## config.mk

```make
export PLATFORM = sky130hd
export DESIGN_NAME = seq_mult
export DESIGN_NICKNAME = d
export VERILOG_FILES = /design/src/rtl/seq_mult.sv
export SDC_FILE = /design/constraint.sdc
export NUM_CORES = 1
export LEC_CHECK = 0
export BUFFER_PORTS_ARGS = -buffer_cell sky130_fd_sc_hd__clkbuf_2
export CAP_MARGIN = 20
export CORE_MARGIN = 3
export CORE_UTILIZATION = 50
export CTS_BUF_LIST = sky130_fd_sc_hd__clkbuf_8
export CTS_CLUSTER_SIZE = 40
export DETAILED_ROUTE_END_ITERATION = 8
export GPL_ROUTABILITY_DRIVEN = 0
export HOLD_SLACK_MARGIN = 0.02
export PLACE_DENSITY = 0.69
export SLEW_MARGIN = 20
export SYNTH_ARGS = -nofsm -noshare
export SYNTH_HDL_FRONTEND = slang
export SYNTH_SLANG_ARGS = --single-unit
```

## constraint.sdc

```tcl
create_clock -name clk -period 7.9 [get_ports clk]
set_input_delay 0 -clock clk [delete_from_list [all_inputs] [get_ports clk]]
set_output_delay 0 -clock clk [all_outputs]
set_load 0.03 [all_outputs]
```

## src/rtl/seq_mult.sv

```systemverilog
// Iterative shift-add multiplier, one multiplier bit per clock, signed/unsigned per operation.
// Optional early termination when the remaining multiplier is zero: define MULT_EARLY_TERM_EN.
module seq_mult #(
  parameter int WIDTH = 16
) (
  input  logic                 clk,
  input  logic                 rst_n,
  input  logic                 in_valid,
  output logic                 in_ready,
  input  logic [WIDTH-1:0]     a,
  input  logic [WIDTH-1:0]     b,
  input  logic                 is_signed,
  output logic                 out_valid,
  input  logic                 out_ready,
  output logic [2*WIDTH-1:0]   product,
  output logic                 busy,
  output logic [1:0]           dbg_state
);

  // Handshakes: a transfer happens on a rising edge where valid && ready are both
  // high; valid never depends on ready, and in_ready/out_valid depend on state only.

  localparam int CW = $clog2(WIDTH + 1);
  localparam logic [CW-1:0] LAST_BIT = CW'(WIDTH - 1);

  typedef enum logic [1:0] {
    S_IDLE = 2'd0,
    S_RUN  = 2'd1,
    S_DONE = 2'd2
  } state_e;

  state_e               state_q, state_d;
  logic [2*WIDTH-1:0]   mcand_q, mcand_d;
  logic [WIDTH-1:0]     mplier_q, mplier_d;
  logic [2*WIDTH-1:0]   acc_q, acc_d;
  logic [CW-1:0]        cnt_q, cnt_d;
  logic                 neg_q, neg_d;
  logic [2*WIDTH-1:0]   product_q, product_d;

  logic [WIDTH-1:0]     mag_a, mag_b;
  logic [2*WIDTH-1:0]   acc_sum;
  logic [WIDTH-1:0]     mplier_shift;
  logic                 last_step;

  always_ff @(posedge clk or negedge rst_n) begin
    if (!rst_n) begin
      state_q   <= S_IDLE;
      mcand_q   <= '0;
      mplier_q  <= '0;
      acc_q     <= '0;
      cnt_q     <= '0;
      neg_q     <= 1'b0;
      product_q <= '0;
    end else begin
      state_q   <= state_d;
      mcand_q   <= mcand_d;
      mplier_q  <= mplier_d;
      acc_q     <= acc_d;
      cnt_q     <= cnt_d;
      neg_q     <= neg_d;
      product_q <= product_d;
    end
  end

  // Magnitude of the most-negative value wraps to 2^(WIDTH-1), still correct unsigned.
  always_comb begin
    mag_a        = (is_signed && a[WIDTH-1]) ? -a : a;
    mag_b        = (is_signed && b[WIDTH-1]) ? -b : b;
    acc_sum      = acc_q + (mplier_q[0] ? mcand_q : '0);
    mplier_shift = mplier_q >> 1;
`ifdef MULT_EARLY_TERM_EN
    last_step    = (cnt_q == LAST_BIT) || (mplier_shift == '0);
`else
    last_step    = (cnt_q == LAST_BIT);
`endif
  end

  always_comb begin
    state_d = state_q;
    case (state_q)
      S_IDLE:  if (in_valid)  state_d = S_RUN;
      S_RUN:   if (last_step) state_d = S_DONE;
      S_DONE:  if (out_ready) state_d = S_IDLE;
      default: state_d = S_IDLE;
    endcase
  end

  always_comb begin
    mcand_d   = mcand_q;
    mplier_d  = mplier_q;
    acc_d     = acc_q;
    cnt_d     = cnt_q;
    neg_d     = neg_q;
    product_d = product_q;
    case (state_q)
      S_IDLE: begin
        if (in_valid) begin
          mcand_d  = {{WIDTH{1'b0}}, mag_a};
          mplier_d = mag_b;
          acc_d    = '0;
          cnt_d    = '0;
          neg_d    = is_signed & (a[WIDTH-1] ^ b[WIDTH-1]);
        end
      end
      S_RUN: begin
        acc_d    = acc_sum;
        mcand_d  = mcand_q << 1;
        mplier_d = mplier_shift;
        cnt_d    = cnt_q + 1'b1;
        if (last_step) product_d = neg_q ? -acc_sum : acc_sum;
      end
      default: ;
    endcase
  end

  always_comb begin
    in_ready  = (state_q == S_IDLE);
    out_valid = (state_q == S_DONE);
    busy      = (state_q != S_IDLE);
    product   = product_q;
    dbg_state = state_q;
  end

endmodule

```

==> results.cfg <==
[placed_design]
dpl.hpwl_um = 14000
pre_cts_slack_ps = 3260
port-buffer-count = 73

[critical_path]
critical_path_class = flop to flop
cp.required_ps = 8200
cp-start-kind = flop
cp-end-kind = flop
critPathArrivalTime_ps = 4920
worstPathMaxFanout = 33

[clock_network]
tritoncts = built
cts_setup_buffers = 0
clkTransAtPathRegs_ps = 70
cts_buffers = 17
cts.sinks = 120
cts_buffer_depth = 2
clock_latency_ps = 450
root_buffer = clkbuf_8
cts_max_level = 4
ctsResizeCount = 0

[cells_and_area]
multi_input_area_um2 = 4900
drive_above_1_share = 0.131
syn2layout_area_growth_pct = 16.3
register_area_um2 = 3000
fillers = 1442
layout.nets = 1119
antenna_cells = 0

[route]
postRouteAntennaNets = 0
viasPerCell = 5.72
routedWlPerCell_um = 15.8
drtIter0Drc = 439
first_pass_iters = 5
vias = 7287
drc = 0
drt-total-wl_um = 20100

[grt]
grt_pass1_wl_um = 34200
grt_usage = 0.233
grt_max_degree = 67
grt_pass1_vias = 6878
grt_overflow = 0
grt_antenna_before_repair = 0

[flow_run]
maxCapViolCount = 0

[yosys]
synth_top_area_frac = 0.367
yosysMostFrequentCell = nand2_1
async_flop_share = 1.00
synth_area_leaders = dfrtp_1, o21ai_0, nand2_1
yosys.area.top_type = dfrtp_1
syn_avg_cell_area_um2 = 8.55
netlist-cell-type-count = 75
synth_nets = 1032
synth_ff_type = dfrtp_1
yosysWarningCount = 0
syn_area_um2 = 8190
synth_edf_count = 0
synth_common_cells = nand2_1, dfrtp_1, o21ai_0
synthCells = 958
ys_seq_area_frac = 0.367
ys_ff_latch = 120

[timing]
maxSlewViolCount = 0
worst_pin_slew_ps = 1010
fmax_mhz = 216
period_share = 0.585
hold_violations = 0
finalSetupTns_ps = 0
fin_crit_ps = 4620
rsz0062_at_grt = false
finalSetupViolations = 0
relSlewSlack = 0.327
timing.final.ws_setup_ps = 3280
finClkSkew_ps = 17.6

[floorplan]
die_area_um2 = 17900
rows = 46
initial_utilization = 0.514
core-area_um2 = 15900
die_y_um = 134
die_w_um = 134
io_pins = 74

[power_and_ir_drop]
powerDensity_nw_per_um2 = 357
ir_drop_uv = 241
total_power_mw = 3.40
p_leak_nw = 4.33

[outcome]
outcome = finished clean

[hold_path]
hold_class = input pin to flop
-- critical path, stage by stage (launching register included) --
cell and delay (ps):
dfrtp_1 650, and2_1 310, ha_1 210, fa_1 400, a21o_1 190, a221o_2 420, a31o_4 290, xnor2_4 210
o211ai_4 130, or4_4 520, or3b_1 570, o31ai_1 320, xor2_1 190, o21ai_1 70
-- cell type report --
cell class	instances	share of cell area
clock buffers	19	0.0275
clock inverters	13	0.0145
inverters	20	0.00789
multi-input cells	761	0.515
flip-flops and latches	120	0.315
well taps	216	0.0284
repair buffers	125	0.0915
-- path summary, 6_finish.rpt --
path / startpoint / end / slack [ps] / depth (start not counted)
setup / recovery: mplier_q[0] / product[17] / 3280 / 13
hold / removal: a[1] / mcand_q[1] / 60 / 4
setup reg to reg: mplier_q[0] / product[17] / 3280 / 13
hold reg to reg: product[16] / product[16] / 480 / 2
max in group asynchronous: rst_n / mcand_q[7] / 6460 / 3
min in group asynchronous: rst_n / product[27] / 140 / 2
-- sequential cells by signal, indices dropped and copies added (netlist names) --
register,cells
mplier_q,16
product,32
acc_q,32
neg_q,1
cnt_q,5
mcand_q,32
dbg_state,2
-- cells by family (layout without fill, tap and decap cells) --
group,after synthesis,in the layout,synth area share
buffers and inverters,77,177,0.0365
xor gates and xnor gates,71,71,0.0782
and+or+nand+nor,337,337,0.202
muxes,6,6,0.00749
adders and majority gates,37,37,0.0575
DFF,120,120,0.367
AOI/OAI and AO/OA,310,310,0.252
-- placed cells by master (no fill, tap or decap), types with 29 or more instances in the layout --
| master | n |
|---|---|
| dlygate4sd3_1 | 45 |
| nand3_1 | 41 |
| o21ai_0 | 117 |
| xor2_1 | 34 |
| and2_1 | 36 |
| a22oi_1 | 29 |
| xnor2_1 | 36 |
| clkbuf_2 | 72 |
| a21oi_1 | 36 |
| nor2_1 | 44 |
| ha_1 | 36 |
| dfrtp_1 | 120 |
| nand2_1 | 137 |
-- where the power goes --
group / leakage, nW / internal (mW) / switching, mW / total [mW]
combinational: 2.56 / 0.644 / 1.14 / 1.78
clock: 0.220 / 0.321 / 0.244 / 0.565
sequential: 1.55 / 0.865 / 0.187 / 1.05
-- stage by stage --
step	area [µm²]	utilization	hold slack [ps]	instances
CTS	9520	0.597	27.8	1274
finish	9520	0.597	59.6	1274
global placement	8670	0.544	103	1197
floorplan	8190	-	-296	958
detailed placement	8670	0.544	99.4	1197
global route	9520	0.597	54.6	1274
-- per-layer routing --
| layer | wire, µm | vias up | part of all wire | global-route usage |
|---|---|---|---|---|
| met3 | 1070 | 20 | 0.053 | 0.0416 |
| met4 | 325 | 0 | 0.016 | 0.0629 |
| met1 | 9850 | 3435 | 0.49 | 0.344 |
| met2 | 8870 | 180 | 0.44 | 0.356 |
| met5 | 0 | - | 0 | 0 |
| li1 | - | 3652 | - | - |
-- what timing repair did --
item | in CTS | in global routing
hold endpoints to repair | 88 | 0
hold buffers | 45 | 0
endpoints found under the setup margin | 0 | 0
(Power assumes the default switching activity.)
